===== src/rtl/ctrl_cond_pkg.sv =====
// Shared encodings for the control input conditioner.
// Stretch FSM states and inactive input levels.
package ctrl_cond_pkg;

  localparam logic [1:0] IDLE   = 2'd0;
  localparam logic [1:0] ASSERT = 2'd1;
  localparam logic [1:0] HOLD   = 2'd2;

  localparam logic SW_RST_VAL    = 1'b0;
  localparam logic BTN_N_RST_VAL = 1'b1;

  typedef enum logic [1:0] {
    S_IDLE   = IDLE,
    S_ASSERT = ASSERT,
    S_HOLD   = HOLD
  } state_t;

endpackage


===== src/rtl/ctrl_debounce.sv =====
// Synchronizer chain plus stable-count debouncer for one
// asynchronous board input.
module ctrl_debounce #(
  parameter int   NB_SYNC         = 2,
  parameter int   DEBOUNCE_CYCLES = 1000000,
  parameter int   NB_DBNC         = 20,
  parameter logic RST_VAL         = 1'b0
) (
  input  logic clk,
  input  logic i_reset,
  input  logic i_async,
  output logic o_level
);

  localparam logic [NB_DBNC-1:0] CNT_MAX =
    NB_DBNC'(DEBOUNCE_CYCLES - 1);

  logic [NB_SYNC-1:0] r_sync;
  logic [NB_DBNC-1:0] r_cnt;
  logic               r_level;
  logic               w_synced;

  assign w_synced = r_sync[NB_SYNC-1];
  assign o_level  = r_level;

  always_ff @(posedge clk) begin
    if (i_reset) begin
      r_sync  <= {NB_SYNC{RST_VAL}};
      r_cnt   <= '0;
      r_level <= RST_VAL;
    end else begin
      r_sync <= {r_sync[NB_SYNC-2:0], i_async};
      if (w_synced == r_level) begin
        r_cnt <= '0;
      end else if (r_cnt == CNT_MAX) begin
        r_level <= w_synced;
        r_cnt   <= '0;
      end else begin
        r_cnt <= r_cnt + NB_DBNC'(1);
      end
    end
  end

endmodule


===== src/rtl/ctrl_input_conditioner.sv =====
// Board/VIO control input conditioner with stretched system reset.
// Define CTRL_RST_CNT_EN to add the o_rst_cnt reset-event counter.
module ctrl_input_conditioner
  import ctrl_cond_pkg::*;
#(
  parameter int NB_SYNC         = 2,
  parameter int DEBOUNCE_CYCLES = 1000000,
  parameter int NB_DBNC         = 20,
  parameter int RST_STRETCH     = 16,
  parameter int NB_STRETCH      = 5
) (
  input  logic       clk,
  input  logic       i_reset,
  input  logic       i_sw_phy,
  input  logic       i_rst_btn_n,
  input  logic       i_sel_vio,
  input  logic       i_sw_vio,
  input  logic       i_rst_vio,
  output logic       o_sw,
  output logic       o_sw_edge,
  output logic       o_sys_rst,
  output logic       o_sel_active
`ifdef CTRL_RST_CNT_EN
  ,output logic [7:0] o_rst_cnt
`endif
);

  localparam logic [NB_STRETCH-1:0] STRETCH_INIT =
    NB_STRETCH'(RST_STRETCH);

  logic w_sw_db;
  logic w_btn_n_db;
  logic w_sw_sel;
  logic w_change;
  logic w_req;

  logic r_sel;
  logic r_sel_prev;
  logic r_sw;
  logic r_sw_edge;
  logic r_sys_rst;

  state_t                r_state;
  logic [NB_STRETCH-1:0] r_cnt;

  ctrl_debounce #(
    .NB_SYNC         (NB_SYNC),
    .DEBOUNCE_CYCLES (DEBOUNCE_CYCLES),
    .NB_DBNC         (NB_DBNC),
    .RST_VAL         (SW_RST_VAL)
  ) u_sw_dbnc (
    .clk     (clk),
    .i_reset (i_reset),
    .i_async (i_sw_phy),
    .o_level (w_sw_db)
  );

  ctrl_debounce #(
    .NB_SYNC         (NB_SYNC),
    .DEBOUNCE_CYCLES (DEBOUNCE_CYCLES),
    .NB_DBNC         (NB_DBNC),
    .RST_VAL         (BTN_N_RST_VAL)
  ) u_btn_dbnc (
    .clk     (clk),
    .i_reset (i_reset),
    .i_async (i_rst_btn_n),
    .o_level (w_btn_n_db)
  );

  assign w_sw_sel = r_sel ? i_sw_vio : w_sw_db;
  assign w_change = r_sel ^ r_sel_prev;
  assign w_req    = (r_sel ? i_rst_vio : ~w_btn_n_db)
                  | w_change;

  always_ff @(posedge clk) begin
    if (i_reset) begin
      r_sel      <= 1'b0;
      r_sel_prev <= 1'b0;
      r_sw       <= SW_RST_VAL;
      r_sw_edge  <= 1'b0;
    end else begin
      r_sel      <= i_sel_vio;
      r_sel_prev <= r_sel;
      r_sw       <= w_sw_sel;
      r_sw_edge  <= w_sw_sel ^ r_sw;
    end
  end

  // Request is held through ASSERT; HOLD counts down the tail.
  always_ff @(posedge clk) begin
    if (i_reset) begin
      r_state   <= S_HOLD;
      r_cnt     <= STRETCH_INIT;
      r_sys_rst <= 1'b1;
    end else begin
      unique case (r_state)
        S_IDLE: begin
          if (w_req) begin
            r_state   <= S_ASSERT;
            r_sys_rst <= 1'b1;
          end
        end
        S_ASSERT: begin
          if (!w_req) begin
            r_state <= S_HOLD;
            r_cnt   <= STRETCH_INIT;
          end
        end
        S_HOLD: begin
          if (w_req) begin
            r_state <= S_ASSERT;
          end else if (r_cnt == NB_STRETCH'(1)) begin
            r_state   <= S_IDLE;
            r_sys_rst <= 1'b0;
          end else begin
            r_cnt <= r_cnt - NB_STRETCH'(1);
          end
        end
        default: begin
          r_state   <= S_HOLD;
          r_cnt     <= STRETCH_INIT;
          r_sys_rst <= 1'b1;
        end
      endcase
    end
  end

`ifdef CTRL_RST_CNT_EN
  logic [7:0] r_rst_cnt;

  always_ff @(posedge clk) begin
    if (i_reset) begin
      r_rst_cnt <= '0;
    end else if (r_state == S_IDLE && w_req
                 && r_rst_cnt != 8'hFF) begin
      r_rst_cnt <= r_rst_cnt + 8'd1;
    end
  end

  assign o_rst_cnt = r_rst_cnt;
`endif

  assign o_sw         = r_sw;
  assign o_sw_edge    = r_sw_edge & ~r_sys_rst;
  assign o_sys_rst    = r_sys_rst;
  assign o_sel_active = r_sel;

endmodule


===== config.mk =====
export PLATFORM = sky130hd
export DESIGN_NAME = ctrl_input_conditioner
export DESIGN_NICKNAME = d
export VERILOG_FILES = /design/src/rtl/ctrl_cond_pkg.sv /design/src/rtl/ctrl_debounce.sv /design/src/rtl/ctrl_input_conditioner.sv
export SDC_FILE = /design/constraint.sdc
export NUM_CORES = 1
export LEC_CHECK = 0
export BUFFER_PORTS_ARGS = -buffer_cell sky130_fd_sc_hd__buf_2
export CAP_MARGIN = 0
export CORE_MARGIN = 4
export CORE_UTILIZATION = 60
export DETAILED_ROUTE_END_ITERATION = 10
export GPL_ROUTABILITY_DRIVEN = 0
export HOLD_SLACK_MARGIN = 0.12
export PLACE_DENSITY = 0.78
export SLEW_MARGIN = 40
export SYNTH_ARGS = -nofsm -noshare
export SYNTH_HDL_FRONTEND = slang
export SYNTH_SLANG_ARGS = --single-unit

===== constraint.sdc =====
create_clock -name clk -period 4.7 [get_ports clk]
set_clock_uncertainty 0.1 [all_clocks]
set_input_delay 0.47 -clock clk [delete_from_list [all_inputs] [get_ports clk]]
set_output_delay 0.47 -clock clk [all_outputs]
set_load 0.005 [all_outputs]

==> results.py, run 1 <==
metrics = {
    "status": {
        "status": "finished clean",
    },
    "sta": {
        "fmax_ghz": 0.417,
        "worst_pin_slew_ns": 0.600,
        "fin_crit_ns": 2.40,
        "timing_hold_violations_final": 0,
        "tns_ns": 0,
        "period_share": 0.510,
        "rsz0062_at_grt": "no",
        "slew_headroom": 0.598,
        "slew_viol_final": 0,
        "setup_viol": 0,
    },
    "critical_path": {
        "slowest_delay_ns": 0.68,
        "cp_cell_sequence": "or4b_2 > or4_1 > o211ai_4 > nor2_1",
        "worstSetupPathType": "flop to flop",
        "cp.buffers_inverters": 0,
        "cp_max_fo": 20,
        "worstPathRequired_ns": 4.79,
        "cp_top_family": "simple AND/OR/NAND/NOR gates",
        "crit_arrival_ns": 2.49,
        "crit_slowest_cell": "or4b_2",
        "critPathCaptureType": "flop",
        "critPathLaunchType": "flop",
    },
    "yosys": {
        "yosys-top-cells-area": "dfxtp_1, xor2_1, a21oi_1",
        "synth_area_sq_mm": 0.00254,
        "yosysTopAreaCellShare": 0.457,
        "seq_area_frac_synth": 0.457,
        "synth_cells": 289,
        "avgSynthCellArea_sq_um": 8.80,
        "synth_top_cell_by_area": "dfxtp_1",
        "ys_warn_count": 0,
        "syn_nets": 300,
        "synth-seq-cells": 58,
        "yosys.cell_types.count": 41,
    },
    "clock_network": {
        "cts_tree": "done",
        "cts_resized": 0,
        "cts_hold_buf": 0,
        "postCtsSetupBuffers": 0,
        "cts-root-buf": "clkbuf_8",
        "htreeDepth": 3,
        "numCtsBuffers": 9,
        "clock_latency_ns": 0.33,
        "cts.sinks": 58,
        "cts.clk_slew.worst_paths_ns": 0.06,
        "cts_buffer_depth": 2,
    },
    "placement": {
        "place_area_sq_mm": 0.00261,
        "dp.cells": 340,
        "io_buffer_count": 10,
        "post-dp-hpwl_mm": 3.03,
    },
    "floorplan": {
        "die_area_sq_mm": 0.00534,
        "die_w_microns": 73.1,
        "fp.dieH_microns": 73.1,
        "rows": 23,
        "core_area_sq_mm": 0.00406,
        "floorplan.initialDensity": 0.627,
        "io_pins": 11,
    },
    "run": {
        "cap_viol_max_count": 0,
    },
    "global_routing": {
        "grt_max_degree": 21,
        "grt_overflow": 0,
        "grt_pass1_vias": 1867,
        "antenna_found_initial": 0,
        "grt_pass1_wl_mm": 8.05,
        "grt_use_total": 0.192,
    },
    "power": {
        "power_frac_clock": 0.401,
        "combPwrFrac": 0.058,
        "switching_share": 0.228,
        "peakVddDrop_v": 0.000226,
        "leakagePower_nw": 0.951,
        "seqPwrFrac": 0.541,
        "power.density_mw_per_mm2": 342,
        "p_int_mw": 0.734,
        "p_sw_mw": 0.216,
    },
    "finish": {
        "final_cell_mix": "dfxtp_1, nor2_1, a21oi_1",
        "final_area_sq_mm": 0.00278,
        "drive_gt1_frac": 0.114,
        "n_fill_cell": 347,
        "areaGrowthSynthToFinish_pct": 9.35,
        "final_common_cell": "dfxtp_1",
        "nets": 312,
        "diodes": 0,
        "final_cells": 356,
    },
    "route": {
        "ant_nets": 0,
        "first_pass_iters": 4,
        "drt_wl_total_mm": 4.50,
        "via_per_inst": 5.74,
        "drc": 0,
        "wl_per_cell_microns": 12.6,
        "drtIter0Drc": 75,
        "vias": 2045,
    },
    "min_path": {
        "hp-class": "input pin to flop",
    },
}
-- flip-flops by register name (all words and copies together) (netlist names) --
name / count
r_sel_prev: 1
o_sel_active: 1
o_sw: 1
r_state: 2
u_btn_dbnc.r_cnt: 20
o_sys_rst: 1
r_cnt: 5
u_btn_dbnc.r_sync: 2
u_sw_dbnc.r_cnt: 20
u_sw_dbnc.o_level: 1
r_sw_edge: 1
u_btn_dbnc.o_level: 1
u_sw_dbnc.r_sync: 2
-- metrics by stage --
stage / total power, mW / utilization / setup WS [ns] / hold slack, ns
floorplan: 0.566 / - / 2.69 / 0.289
global placement: 0.577 / 0.643 / 2.22 / 0.292
detailed placement: 0.579 / 0.643 / 2.15 / 0.300
CTS: 0.960 / 0.683 / 2.12 / 0.231
global route: 0.992 / 0.685 / 2.20 / 0.235
finish: 0.950 / 0.685 / 2.30 / 0.246
-- power by group through the flow --
stage          clock [mW]  combinational [mW]  sequential, mW
6_report            0.381              0.0550           0.514
3_3_place_gp            0              0.0524           0.524
3_5_place_dp            0              0.0545           0.525
5_1_grt             0.414              0.0626           0.516
4_1_cts             0.392              0.0548           0.514
2_1_floorplan           0              0.0435           0.522
-- path summary, 6_finish.rpt --
kind / slack (ns) / depth (start not counted) / endpoint / startpoint
min reg2reg: 0.32 / 1 / u_btn_dbnc.r_sync[1] / u_btn_dbnc.r_sync[0]
max reg2reg: 2.30 / 4 / u_btn_dbnc.r_cnt[2] / u_btn_dbnc.r_cnt[11]
min: 0.25 / 2 / u_btn_dbnc.r_sync[0] / i_rst_btn_n
max: 2.30 / 4 / u_btn_dbnc.r_cnt[2] / u_btn_dbnc.r_cnt[11]
-- layout make-up --
type / instances / area, sq um / area share
Clock inverter: 3 / 15.0 / 0.00540
Clock buffer: 13 / 149 / 0.0536
Tap cell: 50 / 62.6 / 0.0225
Timing Repair Buffer: 11 / 57.6 / 0.0207
Multi-Input combinational cell: 204 / 1270 / 0.457
Sequential cell: 58 / 1160 / 0.418
Inverter: 17 / 63.8 / 0.0230
-- Yosys cell counts (all sizes together) --
library cell	n
or4	11
o32ai	2
mux2i	1
or4b	3
o311ai	1
and3b	1
nor2b	5
nor2	26
nand4	9
nand3	20
buf	6
xor2	15
mux2	1
nor4	1
o31ai	5
nand2	11
xnor2	7
or3	18
clkbuf	4
a22oi	1
a21oi	21
o211ai	3
o21ai	20
dfxtp	58
nor3b	1
and2	3
and3	3
a21boi	1
or2	3
a21o	1
nor3	2
inv	17
nand2b	2
and4	2
ha	4
-- kinds of logic (layout without fill, tap and decap cells) --
kind of cell	after synthesis	in the layout	synth area share
compound gates	55	55	0.125
fa+ha+maj	4	4	0.0197
mux	2	2	0.00837
simple gates	121	121	0.267
buf+inv	27	44	0.0468
flops	58	58	0.457
xor+xnor	22	22	0.0758
-- routing by layer --
metal / GRT usage / part of all wire
met5: 0 / 0
met4: 0.109 / 0.026
met3: 0.0523 / 0.036
met2: 0.292 / 0.46
met1: 0.245 / 0.48
(Power assumes the default switching activity.)
==> run 2: changes to the inputs <==
ABC_AREA = 1   (was unset)
CORE_UTILIZATION = 55   (was 60)
PLACE_DENSITY = 0.75   (was 0.78)
clock period = 2 ns   (was 4.7 ns; I/O delays follow)
==> run 2 against run 1 <==
Net effect: wire length is 17% higher; flip-flop and latch count is the same; synthesized area rose by 11%; critical path type unchanged; largest cell class unchanged; sequential power grew 140%; synthesized cell count rose by 40%; core utilization decreased by 2.3 points; combinational power increased to 3.6 times the previous value; maximum frequency is 40% higher; final cell count is 42% higher; sequential share of layout area fell by 5.6 points; total power rose to 2.6 times the previous value; design area up 15%.
==> results.py, run 2 <==
metrics = {
    "floorplan": {
        "floorplan.initialDensity": 0.585,
        "core_area_sq_mm": 0.00485,
        "rows": 25,
        "die_area_sq_mm": 0.00636,
        "io_pins": 11,
        "fp.dieH_microns": 79.8,
        "die_w_microns": 79.8,
    },
    "clock_network": {
        "cts_tree": "done",
        "postCtsSetupBuffers": 0,
        "cts.clk_slew.worst_paths_ns": 0.07,
        "cts_buffer_depth": 2,
        "cts.sinks": 58,
        "cts_resized": 0,
        "htreeDepth": 3,
        "cts-root-buf": "clkbuf_8",
        "clock_latency_ns": 0.34,
        "numCtsBuffers": 9,
    },
    "yosys": {
        "synth-seq-cells": 58,
        "yosys.cell_types.count": 25,
        "synth_cells": 406,
        "ys.flop_type": "dfxtp_1",
        "syn_nets": 417,
        "yosys-top-cells-area": "dfxtp_1, nand2_1, nor2_1",
        "synth_area_sq_mm": 0.00283,
        "synth_common_cells": "nand2_1, nor2_1, dfxtp_1",
        "avgSynthCellArea_sq_um": 6.98,
        "ys_warn_count": 0,
        "yosysTopAreaCellShare": 0.410,
        "seq_area_frac_synth": 0.410,
        "synth.most_common_cell": "nand2_1",
        "synth_top_cell_by_area": "dfxtp_1",
        "synth_edf_count": 0,
        "synthArstFlopShare": 0,
    },
    "finish": {
        "diodes": 0,
        "utilization": 0.662,
        "final_cell_mix": "nand2_1, nor2_1, dfxtp_1",
        "drive_gt1_frac": 0.128,
        "nets": 443,
        "reg.largest.list": "u_btn_dbnc.r_cnt x20, u_sw_dbnc.r_cnt x20, r_cnt x5",
        "final_common_cell": "nand2_1",
        "areaGrowthSynthToFinish_pct": 13.3,
    },
    "sta": {
        "fmax_ghz": 0.582,
        "fin_crit_ns": 1.72,
        "slew_headroom": 0.759,
        "rsz0062_at_grt": "no",
        "period_share": 0.860,
        "worst_pin_slew_ns": 0.360,
        "setup_viol": 0,
        "tns_ns": 0,
        "slew_viol_final": 0,
        "timing_hold_violations_final": 0,
    },
    "global_routing": {
        "grt_use_total": 0.188,
        "grt_busiest_layer": "met2",
        "grt_overflow": 0,
        "met2_usage": 0.318,
        "use_met1": 0.219,
        "antenna_found_initial": 0,
        "grt_max_degree": 20,
        "grt_pass1_wl_mm": 9.42,
        "grt_pass1_vias": 2279,
        "grt.met3_usage": 0.0677,
    },
    "critical_path": {
        "crit_start": "u_btn_dbnc.r_cnt[0]",
        "crit_arrival_ns": 1.84,
        "worstSetupPathType": "flop to flop",
        "r2r_setup_slack_ns": 0.28,
        "r2r_cells": 8,
        "r2r-end": "u_btn_dbnc.r_cnt[15]",
        "timing.rr.start": "u_btn_dbnc.r_cnt[0]",
        "worstPathRequired_ns": 2.12,
        "crit_end": "u_btn_dbnc.r_cnt[15]",
        "critPathLaunchType": "flop",
        "critPathCaptureType": "flop",
        "cp_max_fo": 19,
    },
    "route": {
        "drt_wl_total_mm": 5.27,
        "drc": 0,
        "vias": 2474,
        "via_per_inst": 4.91,
        "first_pass_iters": 4,
        "ant_nets": 0,
        "wl_per_cell_microns": 10.4,
        "drtIter0Drc": 120,
    },
    "placement": {
        "io_buffer_count": 10,
        "post-dp-hpwl_mm": 3.80,
    },
    "status": {
        "status": "finished clean",
    },
    "min_path": {
        "hp-class": "input pin to flop",
        "holdPathStages": 5,
    },
    "run": {
        "cap_viol_max_count": 0,
    },
    "power": {
        "leakagePower_nw": 1.13,
        "power.density_mw_per_mm2": 774,
        "p_total_mw": 2.49,
        "peakVddDrop_v": 0.000523,
    },
}
## run 2: cell types whose count changed in the layout (fill, tap and decap cells not counted), moves of 6 or more
| cell | delta |
|---|---|
| dlygate4sd3_1 | +6 |
| inv_1 | +27 |
| nand2_1 | +92 |
| nor2_1 | +54 |
| nor2_2 | +13 |
| o21ai_0 | -13 |
| or3_1 | -16 |
| or4_1 | -11 |
## run 2: worst max-delay path: stages (launching register included)
cell and delay [ns]:
dfxtp_1 0.40, ha_1 0.22, nand2_2 0.08, nor2_4 0.16
nand3_4 0.11, nor2_4 0.11, nand2_2 0.09, nand2_4 0.25
nor2_1 0.09
## run 2: worst min-delay path by stage
stage	start	endpoint
global placement	i_rst_btn_n	u_btn_dbnc.r_sync[0]
CTS	i_rst_vio	r_state[0]
floorplan	i_rst_btn_n	u_btn_dbnc.r_sync[0]
finish	i_rst_vio	r_state[0]
detailed placement	i_rst_btn_n	u_btn_dbnc.r_sync[0]
global route	i_rst_vio	r_state[0]
## run 2: metrics by stage
step | setup slack (ns) | hold slack [ns] | instances | cell area (sq um)
detailed placement | 0.290 | 0.285 | 482 | 2950
floorplan | 0.442 | 0.204 | 406 | 2830
global placement | 0.347 | 0.289 | 482 | 2950
finish | 0.281 | 0.130 | 504 | 3210
global route | 0.141 | 0.159 | 504 | 3210
CTS | 0.269 | 0.121 | 504 | 3210
## run 2: kinds of logic after synthesis
logic type | share of synthesized area
AND/OR/NAND/NOR | 0.387
flip-flops | 0.410
buffers and inverters | 0.0706
AO/OA/AOI/OAI | 0.0503
XOR/XNOR | 0.0649
adder cells (fa/ha/maj) | 0.0177
## run 2: layer usage
layer / wire length [microns] / up-vias / share of wire
met2: 2560 / 30 / 0.49
met4: 51 / 0 / 0.0097
met1: 2460 / 1120 / 0.47
met5: 0 / - / 0
met3: 190 / 6 / 0.036
li1: - / 1318 / -
## run 2: cell type report
cell class | count | area, sq um
Tap cell | 67 | 83.8
Fill cell | 425 | 1640
Sequential cell | 58 | 1160
Clock inverter | 7 | 78.8
Multi-Input combinational cell | 301 | 1470
Timing Repair Buffer | 18 | 125
Inverter | 44 | 165
Clock buffer | 9 | 124
## run 2: power by group
| part | internal (mW) | switching [mW] |
|---|---|---|
| clock | 0.582 | 0.494 |
| combinational | 0.0835 | 0.114 |
| sequential | 1.19 | 0.0256 |
| total | 1.85 | 0.633 |
## run 2: timing repair
| action | in CTS | in global routing |
|---|---|---|
| hold endpoints to repair | 8 | 0 |
| setup endpoints to repair | 0 | 0 |
| hold buffers | 6 | 0 |
